<file path="src/rtl/systolic_pkg.sv">
// Shared constants and types for the 2x2 systolic matrix multiplier.
package systolic_pkg;

    localparam int DEF_DATA_WIDTH = 4;
    localparam int DEF_ACC_WIDTH  = 9;

    function automatic int prod_width(input int dw);
        return 2 * dw;
    endfunction

    localparam int PROD_WIDTH = prod_width(DEF_DATA_WIDTH);

    typedef enum logic {
        PH_EVEN = 1'b0,
        PH_ODD  = 1'b1
    } phase_t;

endpackage

</file>
<file path="src/rtl/systolic_array_2x2_if.sv">
// Element bus between the skewing front-end, the array and the result consumer.
interface systolic_array_2x2_if
    import systolic_pkg::*;
#(
    parameter int DATA_WIDTH = DEF_DATA_WIDTH,
    parameter int ACC_WIDTH  = DEF_ACC_WIDTH
);

    logic                  in_valid;
    logic [DATA_WIDTH-1:0] a00, a01, a10, a11;
    logic [DATA_WIDTH-1:0] b00, b01, b10, b11;
    logic                  out_valid;
    logic [ACC_WIDTH-1:0]  c00, c01, c10, c11;

    modport master (
        output in_valid, a00, a01, a10, a11, b00, b01, b10, b11,
        input  out_valid, c00, c01, c10, c11
    );

    modport slave (
        input  in_valid, a00, a01, a10, a11, b00, b01, b10, b11,
        output out_valid, c00, c01, c10, c11
    );

endinterface

</file>
<file path="src/rtl/systolic_pe.sv">
// Registered multiply-accumulate cell: load starts a new partial sum, accum adds onto it.
module systolic_pe
    import systolic_pkg::*;
#(
    parameter int DATA_WIDTH = DEF_DATA_WIDTH,
    parameter int ACC_WIDTH  = DEF_ACC_WIDTH
) (
    input  logic                  clk,
    input  logic                  rstn,
    input  logic                  load,
    input  logic                  accum,
    input  logic [DATA_WIDTH-1:0] a,
    input  logic [DATA_WIDTH-1:0] w,
    output logic [ACC_WIDTH-1:0]  acc
);

    localparam int PW = prod_width(DATA_WIDTH);

    logic [PW-1:0]        prod;
    logic [ACC_WIDTH-1:0] prod_ext;

    assign prod     = PW'(a) * PW'(w);
    assign prod_ext = ACC_WIDTH'(prod);

    always_ff @(posedge clk) begin
        if (rstn) begin
            acc <= '0;
        end else if (load) begin
            acc <= prod_ext;
        end else if (accum) begin
            acc <= acc + prod_ext;
        end
    end

endmodule

</file>
<file path="src/rtl/systolic_array_2x2.sv">
// Streaming 2x2 unsigned matrix multiplier; sets start every even sample and each
// set parity owns a private bank of weights and partial sums.
module systolic_array_2x2
    import systolic_pkg::*;
#(
    parameter int DATA_WIDTH = DEF_DATA_WIDTH,
    parameter int ACC_WIDTH  = DEF_ACC_WIDTH,
    parameter int LSIZE      = 2,
    parameter int RSIZE      = 2
) (
    input  logic                 clk,
    input  logic                 rstn,
    systolic_array_2x2_if.slave  bus
);

    if (LSIZE != 2 || RSIZE != 2 || ACC_WIDTH < prod_width(DATA_WIDTH) + 1) begin : g_bad_cfg
        $error("systolic_array_2x2: unsupported configuration");
    end

    // cnt[0] is the phase; cnt[1] is the parity of the set whose t0 is this pair.
    logic [1:0] cnt;
    logic       warm;
    phase_t     phase;
    logic       grp;
    logic       even;
    logic       odd;

    assign phase = phase_t'(cnt[0]);
    assign grp   = cnt[1];
    assign even  = (phase == PH_EVEN);
    assign odd   = (phase == PH_ODD);

    logic [DATA_WIDTH-1:0] w_b00 [2];
    logic [DATA_WIDTH-1:0] w_b01 [2];
    logic [DATA_WIDTH-1:0] w_b10 [2];
    logic [DATA_WIDTH-1:0] w_b11 [2];
    logic [ACC_WIDTH-1:0]  acc00 [2];
    logic [ACC_WIDTH-1:0]  acc01 [2];
    logic [ACC_WIDTH-1:0]  acc10 [2];
    logic [ACC_WIDTH-1:0]  acc11 [2];
    logic                  vld_p0 [2];
    logic                  vld_p1;

    always_ff @(posedge clk) begin
        if (rstn) begin
            cnt  <= '0;
            warm <= 1'b0;
        end else begin
            cnt  <= cnt + 2'd1;
            warm <= 1'b1;
        end
    end

    // Stage p0: weight capture on schedule, independent of in_valid.
    always_ff @(posedge clk) begin
        if (rstn) begin
            for (int q = 0; q < 2; q++) begin
                w_b00[q] <= '0;
                w_b01[q] <= '0;
                w_b10[q] <= '0;
                w_b11[q] <= '0;
            end
        end else if (even) begin
            w_b01[grp]  <= bus.b01;
            w_b11[~grp] <= bus.b11;
        end else begin
            w_b00[grp]  <= bus.b00;
            w_b10[grp]  <= bus.b10;
        end
    end

    // Stage p1: per-set validity over the three A-sample edges; warm drops the phantom set before sample 0.
    always_ff @(posedge clk) begin
        if (rstn) begin
            vld_p0[0] <= 1'b0;
            vld_p0[1] <= 1'b0;
            vld_p1    <= 1'b0;
        end else if (even) begin
            vld_p0[~grp] <= bus.in_valid & warm;
            vld_p1       <= vld_p0[grp] & bus.in_valid;
        end else begin
            vld_p0[~grp] <= vld_p0[~grp] & bus.in_valid;
        end
    end

    for (genvar q = 0; q < 2; q++) begin : g_set
        localparam logic SETQ = 1'(q);
        logic pre;
        logic post;

        // pre: this bank is in its a00/a01/a10 window; post: its a11 edge.
        assign pre  = (grp != SETQ);
        assign post = (grp == SETQ);

        systolic_pe #(.DATA_WIDTH(DATA_WIDTH), .ACC_WIDTH(ACC_WIDTH)) pe00 (
            .clk(clk), .rstn(rstn), .load(even & pre), .accum(odd & pre),
            .a(odd ? bus.a01 : bus.a00), .w(odd ? w_b10[q] : w_b00[q]), .acc(acc00[q])
        );
        systolic_pe #(.DATA_WIDTH(DATA_WIDTH), .ACC_WIDTH(ACC_WIDTH)) pe01 (
            .clk(clk), .rstn(rstn), .load(even & pre), .accum(odd & pre),
            .a(odd ? bus.a01 : bus.a00), .w(odd ? w_b11[q] : w_b01[q]), .acc(acc01[q])
        );
        systolic_pe #(.DATA_WIDTH(DATA_WIDTH), .ACC_WIDTH(ACC_WIDTH)) pe10 (
            .clk(clk), .rstn(rstn), .load(odd & pre), .accum(even & post),
            .a(odd ? bus.a10 : bus.a11), .w(odd ? w_b00[q] : w_b10[q]), .acc(acc10[q])
        );
        systolic_pe #(.DATA_WIDTH(DATA_WIDTH), .ACC_WIDTH(ACC_WIDTH)) pe11 (
            .clk(clk), .rstn(rstn), .load(odd & pre), .accum(even & post),
            .a(odd ? bus.a10 : bus.a11), .w(odd ? w_b01[q] : w_b11[q]), .acc(acc11[q])
        );
    end

    // Stage p2: result registers update only on odd edges, holding through the next even one.
    always_ff @(posedge clk) begin
        if (rstn) begin
            bus.out_valid <= 1'b0;
            bus.c00       <= '0;
            bus.c01       <= '0;
            bus.c10       <= '0;
            bus.c11       <= '0;
        end else if (odd) begin
            bus.out_valid <= vld_p1;
            if (vld_p1) begin
                bus.c00 <= acc00[grp];
                bus.c01 <= acc01[grp];
                bus.c10 <= acc10[grp];
                bus.c11 <= acc11[grp];
            end
        end
    end

endmodule

</file>
<file path="src/flat_wrapper.sv">
// flat-port wrapper written by rule: the top's interface ports become plain ports
module systolic_array_2x2_flat import systolic_pkg::*;
#(
    parameter int DATA_WIDTH = DEF_DATA_WIDTH,
    parameter int ACC_WIDTH  = DEF_ACC_WIDTH,
    parameter int LSIZE      = 2,
    parameter int RSIZE      = 2
)
  (clk, rstn, bus_in_valid, bus_a00, bus_a01, bus_a10, bus_a11, bus_b00, bus_b01, bus_b10, bus_b11, bus_out_valid, bus_c00, bus_c01, bus_c10, bus_c11);
  systolic_array_2x2_if #(.DATA_WIDTH(DATA_WIDTH), .ACC_WIDTH(ACC_WIDTH)) bus_i ();
  input  logic clk;
  input  logic rstn;
  input wire logic [$bits(bus_i.in_valid)-1:0] bus_in_valid;
  input wire logic [$bits(bus_i.a00)-1:0] bus_a00;
  input wire logic [$bits(bus_i.a01)-1:0] bus_a01;
  input wire logic [$bits(bus_i.a10)-1:0] bus_a10;
  input wire logic [$bits(bus_i.a11)-1:0] bus_a11;
  input wire logic [$bits(bus_i.b00)-1:0] bus_b00;
  input wire logic [$bits(bus_i.b01)-1:0] bus_b01;
  input wire logic [$bits(bus_i.b10)-1:0] bus_b10;
  input wire logic [$bits(bus_i.b11)-1:0] bus_b11;
  output wire logic [$bits(bus_i.out_valid)-1:0] bus_out_valid;
  output wire logic [$bits(bus_i.c00)-1:0] bus_c00;
  output wire logic [$bits(bus_i.c01)-1:0] bus_c01;
  output wire logic [$bits(bus_i.c10)-1:0] bus_c10;
  output wire logic [$bits(bus_i.c11)-1:0] bus_c11;
  assign bus_i.in_valid = bus_in_valid;
  assign bus_i.a00 = bus_a00;
  assign bus_i.a01 = bus_a01;
  assign bus_i.a10 = bus_a10;
  assign bus_i.a11 = bus_a11;
  assign bus_i.b00 = bus_b00;
  assign bus_i.b01 = bus_b01;
  assign bus_i.b10 = bus_b10;
  assign bus_i.b11 = bus_b11;
  assign bus_out_valid = bus_i.out_valid;
  assign bus_c00 = bus_i.c00;
  assign bus_c01 = bus_i.c01;
  assign bus_c10 = bus_i.c10;
  assign bus_c11 = bus_i.c11;
  systolic_array_2x2 #(.DATA_WIDTH(DATA_WIDTH), .ACC_WIDTH(ACC_WIDTH), .LSIZE(LSIZE), .RSIZE(RSIZE)) u_core (.clk(clk), .rstn(rstn), .bus(bus_i));
endmodule
</file>
<file path="config.mk">
export PLATFORM = sky130hd
export DESIGN_NAME = systolic_array_2x2_flat
export DESIGN_NICKNAME = d
export VERILOG_FILES = /design/src/rtl/systolic_pkg.sv /design/src/rtl/systolic_array_2x2_if.sv /design/src/rtl/systolic_pe.sv /design/src/rtl/systolic_array_2x2.sv /design/src/flat_wrapper.sv
export SDC_FILE = /design/constraint.sdc
export NUM_CORES = 1
export LEC_CHECK = 0
export ABC_CLOCK_PERIOD_IN_PS = 5600
export CELL_PAD_IN_SITES_DETAIL_PLACEMENT = 1
export CELL_PAD_IN_SITES_GLOBAL_PLACEMENT = 2
export CORE_MARGIN = 4
export CORE_UTILIZATION = 35
export CTS_CLUSTER_SIZE = 10
export DETAILED_ROUTE_END_ITERATION = 10
export GPL_TIMING_DRIVEN = 1
export HOLD_SLACK_MARGIN = 0.05
export PLACE_DENSITY_LB_ADDON = 0.1
export SKIP_CTS_REPAIR_TIMING = 1
export SLEW_MARGIN = 20
export SYNTH_ARGS = -nofsm -noshare
export SYNTH_HDL_FRONTEND = slang
export SYNTH_HIERARCHICAL = 1
export SYNTH_SLANG_ARGS = --single-unit
</file>
<file path="constraint.sdc">
create_clock -name clk -period 5.6 [get_ports clk]
set_clock_uncertainty 0.15 [all_clocks]
set_input_delay 0.84 -clock clk [delete_from_list [all_inputs] [get_ports clk]]
set_output_delay 0.84 -clock clk [all_outputs]
set_load 0.01 [all_outputs]
</file>
==> results of run 1 <==
cells by family (layout without fill, tap and decap cells):
| logic type | count (synthesis) | after routing |
|---|---|---|
| compound gates | 402 | 402 |
| xor+xnor | 49 | 49 |
| fa+ha+maj | 204 | 204 |
| buf+inv | 141 | 213 |
| flops | 147 | 147 |
| mux | 116 | 116 |
| other cells | 0 | 2 |
| simple gates | 381 | 381 |
where the power goes:
part	switching, mW	total (mW)	leakage (nW)	internal (mW)
clock network	0.506	1.22	0.294	0.712
registers	0.102	1.29	1.29	1.19
logic	1.03	1.82	5.18	0.790
final cells by class:
cell class	instances	area share, %
multi-input combinational	1152	62.4
sequential	147	21.4
timing repair buffer	96	5.91
tap	511	4.16
clock buffer	21	3.16
inverter	85	2.08
clock inverter	11	0.814
antenna	2	0.0326
worst register-to-register path: stages, from the launching register on:
cell and delay (ns):
sky130_fd_sc_hd__dfxtp_4 0.69, sky130_fd_sc_hd__buf_4 0.37, sky130_fd_sc_hd__mux2_2 0.52, sky130_fd_sc_hd__and2_1 0.23, sky130_fd_sc_hd__fa_1 0.44, sky130_fd_sc_hd__ha_1 0.31
sky130_fd_sc_hd__ha_1 0.35, sky130_fd_sc_hd__nor2b_1 0.15, sky130_fd_sc_hd__nor2_1 0.11, sky130_fd_sc_hd__xor2_1 0.22, sky130_fd_sc_hd__inv_1 0.07, sky130_fd_sc_hd__ha_1 0.35
sky130_fd_sc_hd__o21ai_2 0.19, sky130_fd_sc_hd__nand2_2 0.09, sky130_fd_sc_hd__mux2_4 0.29, sky130_fd_sc_hd__a211o_1 0.29, sky130_fd_sc_hd__a22o_1 0.22
stage by stage:
stage	power, mW	util, %	cell area, sq um
final	4.32	40.5	15400
after global placement	3.11	38.9	14700
after floorplan	2.68	-	13600
after CTS	4.39	40.5	15400
after global routing	4.66	40.5	15400
after detailed placement	3.14	38.9	14700
cells in the final DEF (no fill, tap or decap), drive strengths merged, types with 26 or more instances in the layout:
| cell | synthesis | final |
|---|---|---|
| ha | 164 | 164 |
| and2 | 129 | 129 |
| a21oi | 113 | 113 |
| dfxtp | 113 | 113 |
| a211oi | 94 | 94 |
| inv | 85 | 86 |
| nor2 | 75 | 75 |
| mux2i | 74 | 74 |
| clkdlybuf4s50 | 0 | 70 |
| o21ai | 68 | 68 |
| mux2 | 42 | 42 |
| nand2 | 42 | 42 |
| xnor2 | 40 | 40 |
| fa | 40 | 40 |
| a21o | 35 | 35 |
| edfxtp | 34 | 34 |
| nand2b | 32 | 32 |
| buf | 44 | 26 |
final timing paths:
kind / from / to / slack [ns] / cells after the start
worst max-delay path: u_core/cnt[0] / u_core/g_set[0].pe10/acc[7] / 0.46 / 16
worst min-delay path: u_core/g_set[1].pe00/acc[8] / u_core/g_set[1].pe00/acc[8] / 0.34 / 2
worst max register to register: u_core/cnt[0] / u_core/g_set[0].pe10/acc[7] / 0.46 / 16
worst min register to register: u_core/g_set[1].pe00/acc[8] / u_core/g_set[1].pe00/acc[8] / 0.34 / 2
state kept, by name, summed over array words and instances (netlist names):
signal and cells:
u_core/bus.c00 9, u_core/bus.c01 9, u_core/bus.c10 9, u_core/bus.c11 9
u_core/bus.out_valid 1, u_core/cnt 2, u_core/g_set.pe00/acc 18, u_core/g_set.pe01/acc 18
u_core/g_set.pe10/acc 18, u_core/g_set.pe11/acc 18, u_core/vld_p0 2, u_core/vld_p1 1
u_core/w_b00 8, u_core/w_b01 8, u_core/w_b10 8, u_core/w_b11 8
u_core/warm 1
synthesized netlist by cell type (10+ instances only):
library cell / count
sky130_fd_sc_hd__a21oi_1: 110
sky130_fd_sc_hd__a21o_1: 32
sky130_fd_sc_hd__buf_6: 13
sky130_fd_sc_hd__nor3_1: 12
sky130_fd_sc_hd__buf_2: 16
sky130_fd_sc_hd__or3_1: 14
sky130_fd_sc_hd__mux2_2: 41
sky130_fd_sc_hd__nand2b_1: 32
sky130_fd_sc_hd__a211oi_1: 58
sky130_fd_sc_hd__o21ai_0: 57
sky130_fd_sc_hd__a211oi_2: 36
sky130_fd_sc_hd__nor3b_1: 10
sky130_fd_sc_hd__and3_1: 18
sky130_fd_sc_hd__edfxtp_1: 34
sky130_fd_sc_hd__nor2_1: 74
sky130_fd_sc_hd__inv_1: 85
sky130_fd_sc_hd__nand2_1: 41
sky130_fd_sc_hd__o21ai_1: 10
sky130_fd_sc_hd__xnor2_1: 40
sky130_fd_sc_hd__ha_1: 164
sky130_fd_sc_hd__fa_1: 40
sky130_fd_sc_hd__clkbuf_1: 11
sky130_fd_sc_hd__dfxtp_1: 113
sky130_fd_sc_hd__nor2b_1: 20
sky130_fd_sc_hd__mux2i_1: 74
sky130_fd_sc_hd__and2_1: 128
layer usage:
metal	GRT usage, %	vias up	wire length (microns)
met3	2.64	17	1050
met1	25.3	5333	18900
met2	31.3	95	18000
met4	3.18	0	307
met5	0	-	0
li1	-	5362	-
==> metrics.txt, run 1 <==
# TYPE chip_impl_metric gauge
chip_impl_info{name="critPathCaptureType",value="flip-flop"} 1
chip_impl_metric{name="avgRoutedWirePerCell",unit="microns"} 18.9
chip_impl_metric{name="number_of_ports_placed_on_the_die_boundary",unit=""} 72
chip_impl_metric{name="report.final.setup_viol",unit=""} 0
chip_impl_metric{name="vert_die_dim",unit="microns"} 205
chip_impl_metric{name="grt.overflow.total",unit=""} 0
chip_impl_metric{name="power.static_leakage",unit="nW"} 6.76
chip_impl_info{name="crit_path_frequent_cell",value="sky130_fd_sc_hd__ha_1"} 1
chip_impl_metric{name="effective_utilization_at_floorplan",unit="%"} 35.7
chip_impl_info{name="grt_setup_unrepaired",value="no"} 1
chip_impl_metric{name="multi_input_comb_area",unit="sq um"} 9590
chip_impl_metric{name="first_iter_violations",unit=""} 363
chip_impl_metric{name="crit_path_max_incr_delay",unit="ns"} 0.69
chip_impl_metric{name="synth_warnings",unit=""} 6
chip_impl_metric{name="ctsLongestPathBuffers",unit=""} 2
chip_impl_metric{name="post_synth_and_or_nand_nor_area_fraction",unit="%"} 15.8
chip_impl_metric{name="hpwl",unit="microns"} 28900
chip_impl_metric{name="first_global_vias",unit=""} 11400
chip_impl_metric{name="track_usage",unit="%"} 18.4
chip_impl_info{name="cp_top_family",value="adder cells"} 1
chip_impl_metric{name="placement.io_buffers",unit=""} 71
chip_impl_info{name="outcome",value="complete, no violations"} 1
chip_impl_metric{name="async_reset_ff_share",unit="%"} 0
chip_impl_metric{name="finalWeightedCongestion",unit=""} 0.808
chip_impl_info{name="worst_path_max_delay_cell",value="sky130_fd_sc_hd__dfxtp_4"} 1
chip_impl_metric{name="synth-edff-count",unit=""} 34
chip_impl_metric{name="final.fill_count",unit=""} 4360
chip_impl_info{name="yosys_most_used_dff",value="sky130_fd_sc_hd__dfxtp_1"} 1
chip_impl_metric{name="route.detailed.drc",unit=""} 0
chip_impl_metric{name="cells_after_synth",unit=""} 1440
chip_impl_info{name="cts_tree",value="built"} 1
chip_impl_metric{name="critPathBufInv",unit=""} 2
chip_impl_metric{name="worstSkewPairLatency",unit="ns"} 0.44
chip_impl_metric{name="vias_per_cell",unit=""} 5.34
chip_impl_metric{name="synth_adder_area_share",unit="%"} 21.0
chip_impl_metric{name="syn-num-nets",unit=""} 1679
chip_impl_metric{name="coreArea",unit="sq um"} 37900
chip_impl_metric{name="pwrdens",unit="nW/um^2"} 281
chip_impl_metric{name="worst_ep_arrival_time",unit="ns"} 5.32
chip_impl_metric{name="postRouteAntennaNets",unit=""} 0
chip_impl_metric{name="clock_sink_count",unit=""} 147
chip_impl_metric{name="wl",unit="microns"} 38300
chip_impl_metric{name="dieArea",unit="sq um"} 41900
chip_impl_info{name="worstHoldPathType",value="flip-flop to flip-flop"} 1
chip_impl_metric{name="netlist.area_leader.share",unit="%"} 16.7
chip_impl_info{name="cell_types_occupying_the_most_area_after_synthesis",value="sky130_fd_sc_hd__dfxtp_1 (17%), sky130_fd_sc_hd__ha_1 (15%), sky130_fd_sc_hd__edfxtp_1 (7.5%)"} 1
chip_impl_metric{name="grt_antenna_before_repair",unit=""} 1
chip_impl_metric{name="critical_path_required",unit="ns"} 5.78
chip_impl_info{name="critical_path.startpoint_type",value="flip-flop"} 1
chip_impl_metric{name="clk_pin_slew_worst_paths",unit="ns"} 0.06
chip_impl_metric{name="critical_path.max_fanout",unit=""} 34
chip_impl_metric{name="syn_area",unit="sq um"} 13600
chip_impl_metric{name="final.period_utilization",unit="%"} 91.8
chip_impl_metric{name="compound_gate_portion_of_the_synthesized_area",unit="%"} 21.7
chip_impl_metric{name="worstMarginPinSlew",unit="ns"} 0.850
chip_impl_metric{name="synth.area.mux_share",unit="%"} 8.98
chip_impl_metric{name="timing.slew.headroom",unit="%"} 43.3
chip_impl_metric{name="numPlacedInstances",unit=""} 1991
chip_impl_info{name="largest_family_of_logic_cells_by_synthesized_area",value="compound AO/OA/AOI/OAI gates"} 1
chip_impl_metric{name="post_route_cells_drive_above_1_share",unit="%"} 11.6
chip_impl_metric{name="htree_num_levels",unit=""} 4
chip_impl_metric{name="final_cell_count_no_fill",unit=""} 2025
chip_impl_info{name="worst_setup_path_category",value="flip-flop to flip-flop"} 1
chip_impl_info{name="synthDominantAreaCellType",value="sky130_fd_sc_hd__dfxtp_1"} 1
chip_impl_metric{name="synthToLayoutAreaGrowth",unit="%"} 13.3
chip_impl_metric{name="pin_count_of_the_biggest_net_entering_global_routing",unit=""} 47
chip_impl_metric{name="finish.net_count",unit=""} 1738
chip_impl_metric{name="place_worst_setup_slack",unit="ns"} 0.153
chip_impl_metric{name="number_of_maximum_capacitance_constraint_violations",unit=""} 0
chip_impl_metric{name="first_drt_pass_iteration_count",unit=""} 6
chip_impl_metric{name="ir_worst_vdd",unit="mV"} 0.221
chip_impl_metric{name="die_x",unit="microns"} 205
chip_impl_metric{name="rows",unit=""} 71
chip_impl_metric{name="worst_slack_setup_final",unit="ns"} 0.457
chip_impl_metric{name="route.vias.total",unit=""} 10800
chip_impl_metric{name="cts_inserted_buffers",unit=""} 17
chip_impl_metric{name="grt_pass1_wl",unit="microns"} 61400
chip_impl_metric{name="max_slew_violation_total_from_the_final_report",unit=""} 0
chip_impl_metric{name="final_hold_vios",unit=""} 0
chip_impl_metric{name="ys_types",unit=""} 74
chip_impl_metric{name="seqCellArea",unit="sq um"} 3290
chip_impl_metric{name="synth_area_per_cell",unit="sq um"} 9.41
chip_impl_metric{name="setup_tns",unit="ns"} 0
chip_impl_metric{name="synthesized_area_fraction_occupied_by_xor_and_xnor_cells",unit="%"} 3.17
chip_impl_info{name="clockRootBuffer",value="sky130_fd_sc_hd__clkbuf_16"} 1
chip_impl_metric{name="achievable-frequency",unit="MHz"} 194
chip_impl_info{name="crit_path_cell_trace",value="buf_4 > mux2_2 > and2_1 > fa_1 > ha_1 > ha_1 > nor2b_1 > nor2_1 > xor2_1 > inv_1 > ha_1 > o21ai_2 > nand2_2 > mux2_4 > a211o_1 > a22o_1"} 1
chip_impl_metric{name="yosys_register_bits",unit=""} 147
chip_impl_metric{name="period_needed",unit="ns"} 5.14
chip_impl_metric{name="worst_hold_slack",unit="ns"} 0.344
chip_impl_metric{name="post_synthesis_sequential_area_ratio",unit="%"} 24.2
No activity file was read; power rests on OpenSTA's default activity.
==> run 2: changes to the inputs <==
--- a/config.mk
+++ b/config.mk
@@ -5,7 +5,7 @@
 export SDC_FILE = /design/constraint.sdc
 export NUM_CORES = 1
 export LEC_CHECK = 0
-export ABC_CLOCK_PERIOD_IN_PS = 5600
+export ABC_CLOCK_PERIOD_IN_PS = 4500
 export CELL_PAD_IN_SITES_DETAIL_PLACEMENT = 1
 export CELL_PAD_IN_SITES_GLOBAL_PLACEMENT = 2
 export CORE_MARGIN = 4
==> constraint.sdc (replaced) <==
create_clock -name clk -period 4.5 [get_ports clk]
set_clock_uncertainty 0.15 [all_clocks]
set_input_delay 0.675 -clock clk [delete_from_list [all_inputs] [get_ports clk]]
set_output_delay 0.675 -clock clk [all_outputs]
set_load 0.01 [all_outputs]
==> metrics.txt, run 2 (synthesized netlist as in run 1, its figures left out) <==
# TYPE chip_impl_metric gauge
chip_impl_info{name="outcome",value="finished with violations"} 1
chip_impl_info{name="failed_checks",value="negative setup slack"} 1
chip_impl_info{name="grt_setup_unrepaired",value="yes"} 1
chip_impl_metric{name="ctsLongestPathBuffers",unit=""} 2
chip_impl_metric{name="place_area",unit="sq um"} 16000
chip_impl_metric{name="rows",unit=""} 71
chip_impl_metric{name="finalWeightedCongestion",unit=""} 0.795
chip_impl_metric{name="achievable-frequency",unit="MHz"} 219
chip_impl_metric{name="vert_die_dim",unit="microns"} 205
chip_impl_info{name="critical_path.startpoint_type",value="primary input"} 1
chip_impl_metric{name="placement.io_buffers",unit=""} 71
chip_impl_metric{name="number_of_maximum_capacitance_constraint_violations",unit=""} 0
chip_impl_metric{name="fin_area",unit="sq um"} 17700
chip_impl_metric{name="timing.slew.headroom",unit="%"} 31.8
chip_impl_metric{name="worst_ep_arrival_time",unit="ns"} 4.75
chip_impl_info{name="layout_commonest_cell",value="sky130_fd_sc_hd__buf_4"} 1
chip_impl_metric{name="avgRoutedWirePerCell",unit="microns"} 19.1
chip_impl_metric{name="grt_antenna_before_repair",unit=""} 0
chip_impl_metric{name="p_comb_share",unit="%"} 49.2
chip_impl_metric{name="final.period_utilization",unit="%"} 101
chip_impl_metric{name="pwrdens",unit="nW/um^2"} 356
chip_impl_metric{name="worstSkewPairLatency",unit="ns"} 0.44
chip_impl_info{name="cts_tree",value="built"} 1
chip_impl_metric{name="power.switching",unit="mW"} 2.28
chip_impl_metric{name="critical_path_required",unit="ns"} 4.68
chip_impl_metric{name="worst_hold_slack",unit="ns"} 0.343
chip_impl_metric{name="clock_sink_count",unit=""} 147
chip_impl_metric{name="worst-r2r-setup-slack",unit="ns"} -0.05
chip_impl_metric{name="worstMarginPinSlew",unit="ns"} 1.02
chip_impl_metric{name="final.fill_count",unit=""} 4304
chip_impl_metric{name="finish.net_count",unit=""} 1905
chip_impl_metric{name="route.vias.total",unit=""} 11600
chip_impl_metric{name="post_route_cells_drive_above_1_share",unit="%"} 28.0
chip_impl_info{name="clockRootBuffer",value="sky130_fd_sc_hd__clkbuf_16"} 1
chip_impl_info{name="critPathCaptureType",value="flip-flop"} 1
chip_impl_metric{name="report.final.setup_viol",unit=""} 1
chip_impl_metric{name="vias_per_cell",unit=""} 5.28
chip_impl_metric{name="wl",unit="microns"} 41800
chip_impl_metric{name="first_iter_violations",unit=""} 432
chip_impl_metric{name="synthToLayoutAreaGrowth",unit="%"} 30.5
chip_impl_metric{name="coreArea",unit="sq um"} 37900
chip_impl_metric{name="first_global_vias",unit=""} 12200
chip_impl_metric{name="grt_pass1_wl",unit="microns"} 65500
chip_impl_metric{name="effective_utilization_at_floorplan",unit="%"} 35.7
chip_impl_metric{name="internal_power",unit="mW"} 4.02
chip_impl_metric{name="track_usage",unit="%"} 19.6
chip_impl_metric{name="postRouteAntennaNets",unit=""} 0
chip_impl_metric{name="die_x",unit="microns"} 205
chip_impl_info{name="worst_setup_path_category",value="primary input to flip-flop"} 1
chip_impl_metric{name="grt.overflow.total",unit=""} 0
chip_impl_metric{name="p_clk_share",unit="%"} 24.8
chip_impl_info{name="most_used_cells_in_the_layout_excluding_fill_and_tap_cells",value="sky130_fd_sc_hd__buf_4 (181), sky130_fd_sc_hd__and2_1 (127), sky130_fd_sc_hd__ha_1 (120)"} 1
chip_impl_metric{name="ir_worst_vdd",unit="mV"} 0.289
chip_impl_metric{name="final_hold_vios",unit=""} 0
chip_impl_metric{name="switching_share",unit="%"} 36.2
chip_impl_metric{name="critical_path.max_fanout",unit=""} 6
chip_impl_metric{name="worst_slack_setup_final",unit="ns"} -0.0649
chip_impl_metric{name="dieArea",unit="sq um"} 41900
chip_impl_info{name="worstHoldPathType",value="flip-flop to flip-flop"} 1
chip_impl_metric{name="max_slew_violation_total_from_the_final_report",unit=""} 0
chip_impl_metric{name="seqPwrFrac",unit="%"} 26.0
chip_impl_metric{name="htree_num_levels",unit=""} 4
chip_impl_metric{name="first_drt_pass_iteration_count",unit=""} 4
chip_impl_metric{name="cts_inserted_buffers",unit=""} 17
chip_impl_metric{name="power.static_leakage",unit="nW"} 7.89
chip_impl_metric{name="utilization",unit="%"} 46.7
chip_impl_metric{name="period_needed",unit="ns"} 4.56
chip_impl_metric{name="hpwl",unit="microns"} 31000
chip_impl_metric{name="pin_count_of_the_biggest_net_entering_global_routing",unit=""} 56
chip_impl_metric{name="route.detailed.drc",unit=""} 0
chip_impl_metric{name="number_of_ports_placed_on_the_die_boundary",unit=""} 72
chip_impl_metric{name="clk_pin_slew_worst_paths",unit="ns"} 0.06
## run 2: changes by cell type in the layout (fill, tap and decap cells not counted), sizes merged
cell,previous run,this run
clkdlybuf4s50,70,65
clkinvlp,3,0
buf,26,191
diode,2,3
dlymetal6s2s,0,5
bufinv,2,3
clkbuf,21,26
inv,86,85
## run 2: final timing paths
| check | start | end | cells past startpoint |
|---|---|---|---|
| worst max-delay path | bus_a11[0] | u_core/g_set[0].pe10/acc[7] | 18 |
| worst max register to register | u_core/cnt[0] | u_core/g_set[0].pe10/acc[7] | 18 |
| worst min-delay path | u_core/g_set[0].pe11/acc[8] | u_core/g_set[0].pe11/acc[8] | 2 |
| worst min register to register | u_core/g_set[0].pe11/acc[8] | u_core/g_set[0].pe11/acc[8] | 2 |
## run 2: cell type report
cell class	instances	area, sq um	area share (%)
Multi-Input combinational cell	1152	10500	59.5
Clock buffer	24	514	2.91
Antenna cell	3	7.51	0.0424
Timing Repair Buffer	263	2280	12.9
Sequential cell	147	3290	18.6
Tap cell	511	639	3.61
Clock inverter	8	119	0.672
Inverter	85	319	1.80
## run 2: routing by layer
layer  GRT usage [%]  routed length, microns  vias up
li1                -                       -     5678
met1            26.7                   20100     5783
met2            33.6                   20300      104
met3            2.06                    1010       20
met4            4.24                     414        0
met5               0                       0        -
## run 2: critical path, cell delays in order
cell and delay, ns:
sky130_fd_sc_hd__clkdlybuf4s50_1 0.46, sky130_fd_sc_hd__mux2_4 0.20, sky130_fd_sc_hd__nand2_2 0.07, sky130_fd_sc_hd__fa_1 0.54
sky130_fd_sc_hd__inv_1 0.05, sky130_fd_sc_hd__fa_1 0.48, sky130_fd_sc_hd__ha_1 0.31, sky130_fd_sc_hd__a21oi_2 0.17
sky130_fd_sc_hd__nor2b_1 0.07, sky130_fd_sc_hd__nor2_1 0.17, sky130_fd_sc_hd__xor2_1 0.21, sky130_fd_sc_hd__inv_1 0.10
sky130_fd_sc_hd__ha_4 0.23, sky130_fd_sc_hd__o21ai_4 0.16, sky130_fd_sc_hd__nand2_2 0.08, sky130_fd_sc_hd__mux2_4 0.30
sky130_fd_sc_hd__a211o_1 0.26, sky130_fd_sc_hd__a22o_1 0.21
## run 2: through the flow
stage	power, mW	worst slack, ns	TNS [ns]	cells
finish	6.29	-0.0649	-0.0649	2193
global route	6.76	-0.214	-1.20	2190
CTS	5.98	-0.261	-1.84	2173
detailed placement	4.37	-0.628	-17.77	2141
global placement	4.31	-0.545	-15.04	2141
floorplan	3.35	-0.00854	-0.00854	1440
## run 2: power by group through the flow
stage | Combinational [mW] | Sequential (mW) | Clock, mW
2_1_floorplan | 1.77 | 1.58 | 0
3_3_place_gp | 2.66 | 1.65 | 0
3_5_place_dp | 2.72 | 1.65 | 0
4_1_cts | 2.75 | 1.62 | 1.61
5_1_grt | 3.44 | 1.65 | 1.67
6_report | 3.10 | 1.63 | 1.56
==> run 3: changes to the inputs <==
--- a/config.mk
+++ b/config.mk
@@ -10,7 +10,7 @@
 export CELL_PAD_IN_SITES_GLOBAL_PLACEMENT = 2
 export CORE_MARGIN = 4
 export CORE_UTILIZATION = 35
-export CTS_CLUSTER_SIZE = 10
+export CTS_CLUSTER_SIZE = 30
 export DETAILED_ROUTE_END_ITERATION = 10
 export GPL_TIMING_DRIVEN = 1
 export HOLD_SLACK_MARGIN = 0.05
==> results of run 3 <==
Final layout, timing and power as in run 2 (identical DEF).
